$ cat config.mk
export PLATFORM = sky130hd
export DESIGN_NAME = seg_scan_decoder
export DESIGN_NICKNAME = d
export VERILOG_FILES = /design/src/rtl/seg_scan_decoder.sv
export SDC_FILE = /design/constraint.sdc
export NUM_CORES = 1
export LEC_CHECK = 0
export CORE_ASPECT_RATIO = 1.1
export CORE_UTILIZATION = 60
export CTS_CLUSTER_SIZE = 28
export DETAILED_ROUTE_END_ITERATION = 16
export PLACE_DENSITY_LB_ADDON = 0.15
export SYNTH_ARGS = -nofsm -noshare
export SYNTH_HDL_FRONTEND = slang
export SYNTH_SLANG_ARGS = --single-unit
$ cat constraint.sdc
create_clock -name clk -period 4.83 [get_ports clk]
set_input_delay 0.7245 -clock clk [delete_from_list [all_inputs] [get_ports clk]]
set_output_delay 0.7245 -clock clk [all_outputs]
set_load 0.01 [all_outputs]
$ cat src/rtl/seg_scan_decoder.sv
// Scan-bus readback: samples {seg, chs}, captures each settled digit slot, and publishes full frames.
// Optional SEG_SCAN_ACTIVE_LOW_EN inverts seg_in/chs_in at the input stage.
module seg_scan_decoder #(
  parameter int STABLE_CYCLES  = 4,
  parameter int TIMEOUT_CYCLES = 1000000
) (
  input  logic        clk,
  input  logic        rst,
  input  logic [7:0]  seg_in,
  input  logic [7:0]  chs_in,
  output logic [31:0] digit_code,
  output logic [7:0]  dp_out,
  output logic        frame_valid,
  output logic        frame_err,
  output logic        stale
);

  localparam int SW = (STABLE_CYCLES > 2) ? $clog2(STABLE_CYCLES) : 1;
  localparam int TW = $clog2(TIMEOUT_CYCLES + 1);
  localparam logic [SW-1:0] STAB_MAX = SW'(STABLE_CYCLES - 1);
  localparam logic [TW-1:0] TO_MAX   = TW'(TIMEOUT_CYCLES);

  logic [15:0]   smp_in, smp_q;
  logic [SW-1:0] stab_q, stab_d;
  logic          taken_q, taken_d;
  logic          changed, capture;
  logic [7:0]    seg_q, chs_q;
  logic [3:0]    glyph_code;
  logic          glyph_bad;
  logic          is_multi, is_onehot;
  logic [7:0]    slot_wr, mask_q, mask_d;
  logic          acc_q, acc_d, complete;
  logic          pend_q, pend_err_q;
  logic [3:0]    shadow_code_q [8];
  logic [7:0]    shadow_dp_q;
  logic [31:0]   shadow_flat;
  logic [31:0]   digit_code_q;
  logic [7:0]    dp_out_q;
  logic          frame_valid_q, frame_err_q, stale_q;
  logic [TW-1:0] to_cnt_q;

`ifdef SEG_SCAN_ACTIVE_LOW_EN
  assign smp_in = ~{seg_in, chs_in};
`else
  assign smp_in = {seg_in, chs_in};
`endif

  assign seg_q = smp_q[15:8];
  assign chs_q = smp_q[7:0];

  // Capture fires on the edge where the counter reaches its saturation value.
  always_comb begin
    changed = (smp_in != smp_q);
    stab_d  = '0;
    if (!changed) stab_d = (stab_q == STAB_MAX) ? stab_q : stab_q + 1'b1;
    capture = !changed && !taken_q && (stab_d == STAB_MAX);
    taken_d = changed ? 1'b0 : (taken_q | capture);
  end

  always_comb begin
    glyph_bad  = 1'b0;
    glyph_code = 4'hF;
    case (seg_q[6:0])
      7'h3F: glyph_code = 4'h0;
      7'h06: glyph_code = 4'h1;
      7'h5B: glyph_code = 4'h2;
      7'h4F: glyph_code = 4'h3;
      7'h66: glyph_code = 4'h4;
      7'h6D: glyph_code = 4'h5;
      7'h7D: glyph_code = 4'h6;
      7'h07: glyph_code = 4'h7;
      7'h7F: glyph_code = 4'h8;
      7'h6F: glyph_code = 4'h9;
      7'h00: glyph_code = 4'hA;
      default: glyph_bad = 1'b1;
    endcase
  end

  always_comb begin
    is_multi  = |(chs_q & (chs_q - 8'd1));
    is_onehot = (chs_q != 8'd0) && !is_multi;
    slot_wr   = (capture && is_onehot) ? chs_q : 8'd0;
    mask_d    = mask_q | slot_wr;
    acc_d     = acc_q | (capture && (is_multi || (is_onehot && glyph_bad)));
    complete  = capture && is_onehot && (mask_d == 8'hFF);
  end

  always_ff @(posedge clk) begin
    if (rst) begin
      smp_q      <= '0;
      stab_q     <= '0;
      taken_q    <= 1'b0;
      mask_q     <= '0;
      acc_q      <= 1'b0;
      pend_q     <= 1'b0;
      pend_err_q <= 1'b0;
    end else begin
      smp_q   <= smp_in;
      stab_q  <= stab_d;
      taken_q <= taken_d;
      pend_q  <= complete;
      if (complete) begin
        mask_q     <= '0;
        acc_q      <= 1'b0;
        pend_err_q <= acc_d;
      end else begin
        mask_q <= mask_d;
        acc_q  <= acc_d;
      end
    end
  end

  genvar gi;
  generate
    for (gi = 0; gi < 8; gi++) begin : g_slot
      always_ff @(posedge clk) begin
        if (rst) begin
          shadow_code_q[gi] <= '0;
          shadow_dp_q[gi]   <= 1'b0;
        end else if (slot_wr[gi]) begin
          shadow_code_q[gi] <= glyph_code;
          shadow_dp_q[gi]   <= seg_q[7];
        end
      end
      assign shadow_flat[4*gi+3:4*gi] = shadow_code_q[gi];
    end
  endgenerate

  // Publishing one edge after the completing capture lets the shadow settle first.
  always_ff @(posedge clk) begin
    if (rst) begin
      digit_code_q  <= '0;
      dp_out_q      <= '0;
      frame_valid_q <= 1'b0;
      frame_err_q   <= 1'b0;
      stale_q       <= 1'b0;
      to_cnt_q      <= '0;
    end else begin
      frame_valid_q <= pend_q;
      if (pend_q) begin
        digit_code_q <= shadow_flat;
        dp_out_q     <= shadow_dp_q;
        frame_err_q  <= pend_err_q;
        to_cnt_q     <= '0;
        stale_q      <= 1'b0;
      end else if (to_cnt_q != TO_MAX) begin
        to_cnt_q <= to_cnt_q + 1'b1;
        if (to_cnt_q == TO_MAX - 1'b1) stale_q <= 1'b1;
      end
    end
  end

  assign digit_code  = digit_code_q;
  assign dp_out      = dp_out_q;
  assign frame_valid = frame_valid_q;
  assign frame_err   = frame_err_q;
  assign stale       = stale_q;

endmodule

Yosys cells after proc, flatten, opt, wreduce, memory -nomap -nowiden
Memory sizes are Yosys's and may differ from the RTL's. A register that Yosys moved wholly into a read port is not among the register bits.
Index checks and enable logic that the tools add are counted.
- memories kept: 1
- word-level logic and storage cells: 110
- input bits: 18
- bits in writable memories: 32
- bits in registers: 69
- output and inout bits: 43
- memory list (name ; depth ; width ; read ports ; clocked after Yosys merged registers in ; wr ports ; RTL line ; RTL):
    shadow_code_q ; 8 ; 4 ; 8 ; 8 ; 8 ; 34 ; logic [3:0] shadow_code_q [8];
- equal/unequal tests: 16
- $add $sub $neg: 3
- bitwise gates (word level): 12
- mux-type cells: 39
- reduce and logical (&&, ||, !) cells: 19
- operator list (kind ; count):
    $eq 7x7->1 const B ; 7
    $pmux 4 s11 ; 1
    $mux 4 ; 8
    $mux 1 ; 27
    $add 20x1->20 const B ; 1
    $eq 20x20->1 const B ; 1
    $ne 20x20->1 const B ; 1
    $ne 16x16->1 ; 1
    $eq 7x3->1 const B ; 2
    $reduce_or 11->1 ; 1
    $or 1x1->1 ; 10
    $and 8x8->8 ; 1
    $eq 8x8->1 const B ; 1
    $mux 8 ; 1
    $or 8x8->8 ; 1
    $reduce_bool 8->1 ; 1
    $reduce_or 8->1 ; 1
    $sub 8x1->8 const B ; 1
    $eq 7x6->1 const B ; 1
    $logic_and 1x1->1 ; 7
    $logic_not 7->1 ; 1
    $reduce_or 2->1 ; 3
    $eq 2x2->1 const B ; 2
    $mux 2 ; 2
    4 further kinds ; 6

Logic depth before layout (Yosys ltp)
- word-level depth: 11
- mapped depth: 7
- mapped depth without buffers: 5

Worst setup path after synthesis
No wires, ideal clock.
- kind: input-to-reg
- start: in chs_in[6]
- end: mem shadow_code_q[0][0], enable pin
- arrival time: 2.087 ns
- stages: 5
- data required time: 4.532 ns
- buffers on the path: 0
- setup slack: 2.445 ns
- library setup time: 0.298 ns
- cells stage by stage: xor2_1 -> nor4_1 -> nand4_1 -> nor3_1 -> or2_2
- RTL lines (item ; RTL line ; RTL):
    start, declared ; 10 ; input logic [7:0] chs_in,
    end, declared ; 34 ;

==> qor.csv <==
stage,metric,value,unit
outcome,status,finished clean,
timing,hold_violations,0,
timing,maxSlewHeadroom,0.349,
floorplan,row_count,36,
synthesis,synth.net_count,554,
clock_network,tritoncts,yes,
setup_path,required,5.14,ns
floorplan,io_pins,61,
clock_network,cts_max_level,4,
setup_path,start_kind,input port,
clock_network,post_cts_buffers,0,
synthesis,synth_area,5580,um^2
worst_hold_path,holdPathEnd,stab_q[1],
layout,drive_above_1_share,0.0790,
timing,worst_clock_skew,0.00725,ns
setup_path,path_cells,"clkdlybuf4s50_1, xor2_1, nor4_1, and4_1, nand4_4, nor3b_1",
layout,n_antenna_cell,0,
layout,fin_nets,602,
routing,routed_wl,11900,um
timing,worstMarginPinSlew,0.969,ns
floorplan,die_y,103,um
grt,overflow,0,
clock_network,cts_buffers,17,
clock_network,clock-root-buffer,clkbuf_8,
setup_path,path_max_fanout,36,
synthesis,synth_top_area_share,0.362,
clock_network,clock-sinks,133,
routing,via_count,4127,
setup_path,max_stage_delay,0.56,ns
synthesis,ys_warn_count,0,
grt,gr-usage-all-layers,0.260,
timing,setup-tns-final,0,ns
setup_path,ff2ff_setup_slack,1.97,ns
layout,fin_util,0.756,
timing,fin_ws,1.90,ns
routing,antenna_left,0,
clock_network,clock_path_buffers,2,
setup_path,crit_arrival,3.25,ns
pwr,p_leak,2.30,nW
timing,period_minus_slack,2.93,ns
clock_network,clock_latency,0.51,ns
routing,vias_per_cell,5.82,
pwr,power,2.56,mW
layout,final.fill_count,621,
placed_design,place_congestion,0.883,
synthesis,yosys.area.top_type,dfxtp_1,
floorplan,start_util,0.623,
placed_design,place_ws,1.43,ns
layout,regArea,2980,um^2
clock_network,hold_buffers,0,
synthesis,seq_area_frac_synth,0.534,
layout,areaGrowthSynthToFinish,21.3,%
pwr,power_density,377,nW/um^2
grt,grt_max_degree,86,
synthesis,synth_area_per_cell,10.5,um^2
routing,drt_iter0_markers,229,
worst_hold_path,min-delay-start,stab_q[0],
synthesis,synth_edf_count,32,
setup_path,slowest_stage,and4_1,
routing,first_pass_iters,4,
run,cap_violations,0,
synthesis,ys_types,52,
grt,antenna_found_initial,0,
placed_design,hpwlAfterDp,7490,um
floorplan,fp.dieW,94.0,um
routing,drcViolationCount,0,
synthesis,synthTopCellsByArea,"dfxtp_1 36%, edfxtp_1 17%, mux2i_1 8.2%, nor2_1 4.2%, xor2_1 3.0%",
clock_network,cts.reportedPaths.clkPinSlew,0.06,ns
timing,report.final.slew_viol_count,0,
setup_path,reg2reg_depth,5,
setup_path,critPathCaptureType,flop,
pwr,max-vdd-ir-drop,0.000229,V
floorplan,dieArea,9690,um^2
grt,grt_pass1_wl,18900,um
synthesis,netlist_instances,534,
grt,grt_pass1_vias,3846,
setup_path,path_class,in -> reg,
timing,fmax,0.341,GHz
setup_path,worstReg2RegEnd,shadow_code_q[1][1],
synthesis,ys_async_sr_fraction,0,
timing,rsz0062_at_grt,no,
synthesis,synth_seq_cells,133,
worst_hold_path,hold_depth,1,
clock_network,cts_resized,0,
worst_hold_path,hold_path.class,reg -> reg,
timing,min_period_over_period,0.608,
setup_path,regToRegStartpoint,smp_q[4],
floorplan,core_area,8960,um^2
synthesis,yosys_most_used_dff,dfxtp_1,
layout,multi_input_area,2390,um^2
routing,routedWlPerCell,16.7,um
placed_design,io_buffers,60,
timing,setup_viol_count_final,0,
## routing by layer
metal | track usage | wire, um | vias up
met1 | 0.312 | 5090 | 1972
met2 | 0.448 | 6060 | 130
li1 | - | - | 2006
met3 | 0.0607 | 526 | 19
met5 | 0 | 0 | -
met4 | 0.114 | 190 | 0
## synth_stat cells, types with 5 or more instances
library cell  number
a21oi_1           12
a41oi_1            5
buf_2             11
clkbuf_1          14
dfxtp_1          101
edfxtp_1          32
inv_1             14
mux2i_1           46
nand2_1           13
nand2b_1          13
nand3_1           11
nand4_1            7
nor2_1            63
nor2b_1           22
nor3_1            29
nor3b_1           17
nor4_1            13
o21a_1             5
o21ai_0            9
o22ai_1            5
or3_1              5
xnor2_1           11
xor2_1            19
## critical path, delay by kind of cell
kind / cells / cell delay, ns
and+or+nand+nor: 4 / 1.93
xor gates and xnor gates: 1 / 0.15
buffers and inverters: 1 / 0.43
## state kept, by name, summed over array words and instances, names as in the netlist
register,flops
acc_q,1
digit_code,32
dp_out,8
frame_err,1
frame_valid,1
mask_q,8
pend_err_q,1
pend_q,1
shadow_code_q,32
shadow_dp_q,8
smp_q,16
stab_q,2
stale,1
taken_q,1
to_cnt_q,20
## area by class of cell
cell class,count,area share
sequential,133,0.441
multi-input combinational,354,0.353
timing repair buffer,62,0.0901
clock buffer,20,0.0691
tap,114,0.0211
clock inverter,12,0.0185
inverter,14,0.00776
## through the flow
step                cell area [um^2]  instances  hold slack, ns
finish                          6770        709           0.470
global route                    6770        709           0.499
CTS                             6770        709           0.467
detailed placement              6170        677           0.448
global placement                6170        677           0.446
floorplan                       5580        534           0.433
## cell families after synthesis
group                      synth area share
buffers and inverters                0.0388
and+or+nand+nor                       0.220
muxes                                0.0825
adders and majority gates           0.00627
DFF                                   0.534
AOI/OAI and AO/OA                    0.0715
xor gates and xnor gates             0.0471
## how the worst max path moves through the flow
stage          startpoint              endpoint  slack, ns  cells after the start
6_report        seg_in[2]   shadow_code_q[1][1]       1.90                      6
5_1_grt         chs_in[6]   shadow_code_q[1][1]       1.61                      6
4_1_cts         chs_in[2]  shadow_code_q[0][10]       1.86                      6
3_5_place_dp    seg_in[2]   shadow_code_q[1][1]       1.43                      6
2_1_floorplan   chs_in[6]   shadow_code_q[0][0]       2.45                      5
3_3_place_gp    seg_in[2]  shadow_code_q[1][13]       1.53                      6
## layout by cell type, fill, tap and decap left out, types with 13 or more instances in the layout
master and count:
inv_1 14, nor4_1 13, clkbuf_16 18, nand2_1 13, edfxtp_1 32, mux2i_1 46
nand2b_1 13, dfxtp_1 100, xor2_1 19, nor3_1 29, nor2_1 63, nor3b_1 17
clkdlybuf4s50_1 59, nor2b_1 22
## where the power goes
part           internal, mW  switching, mW
clock                 0.792          0.472
sequential             1.16         0.0270
combinational        0.0449         0.0624
total                  1.99          0.561
Note: power is estimated with default switching activity, not from simulation.
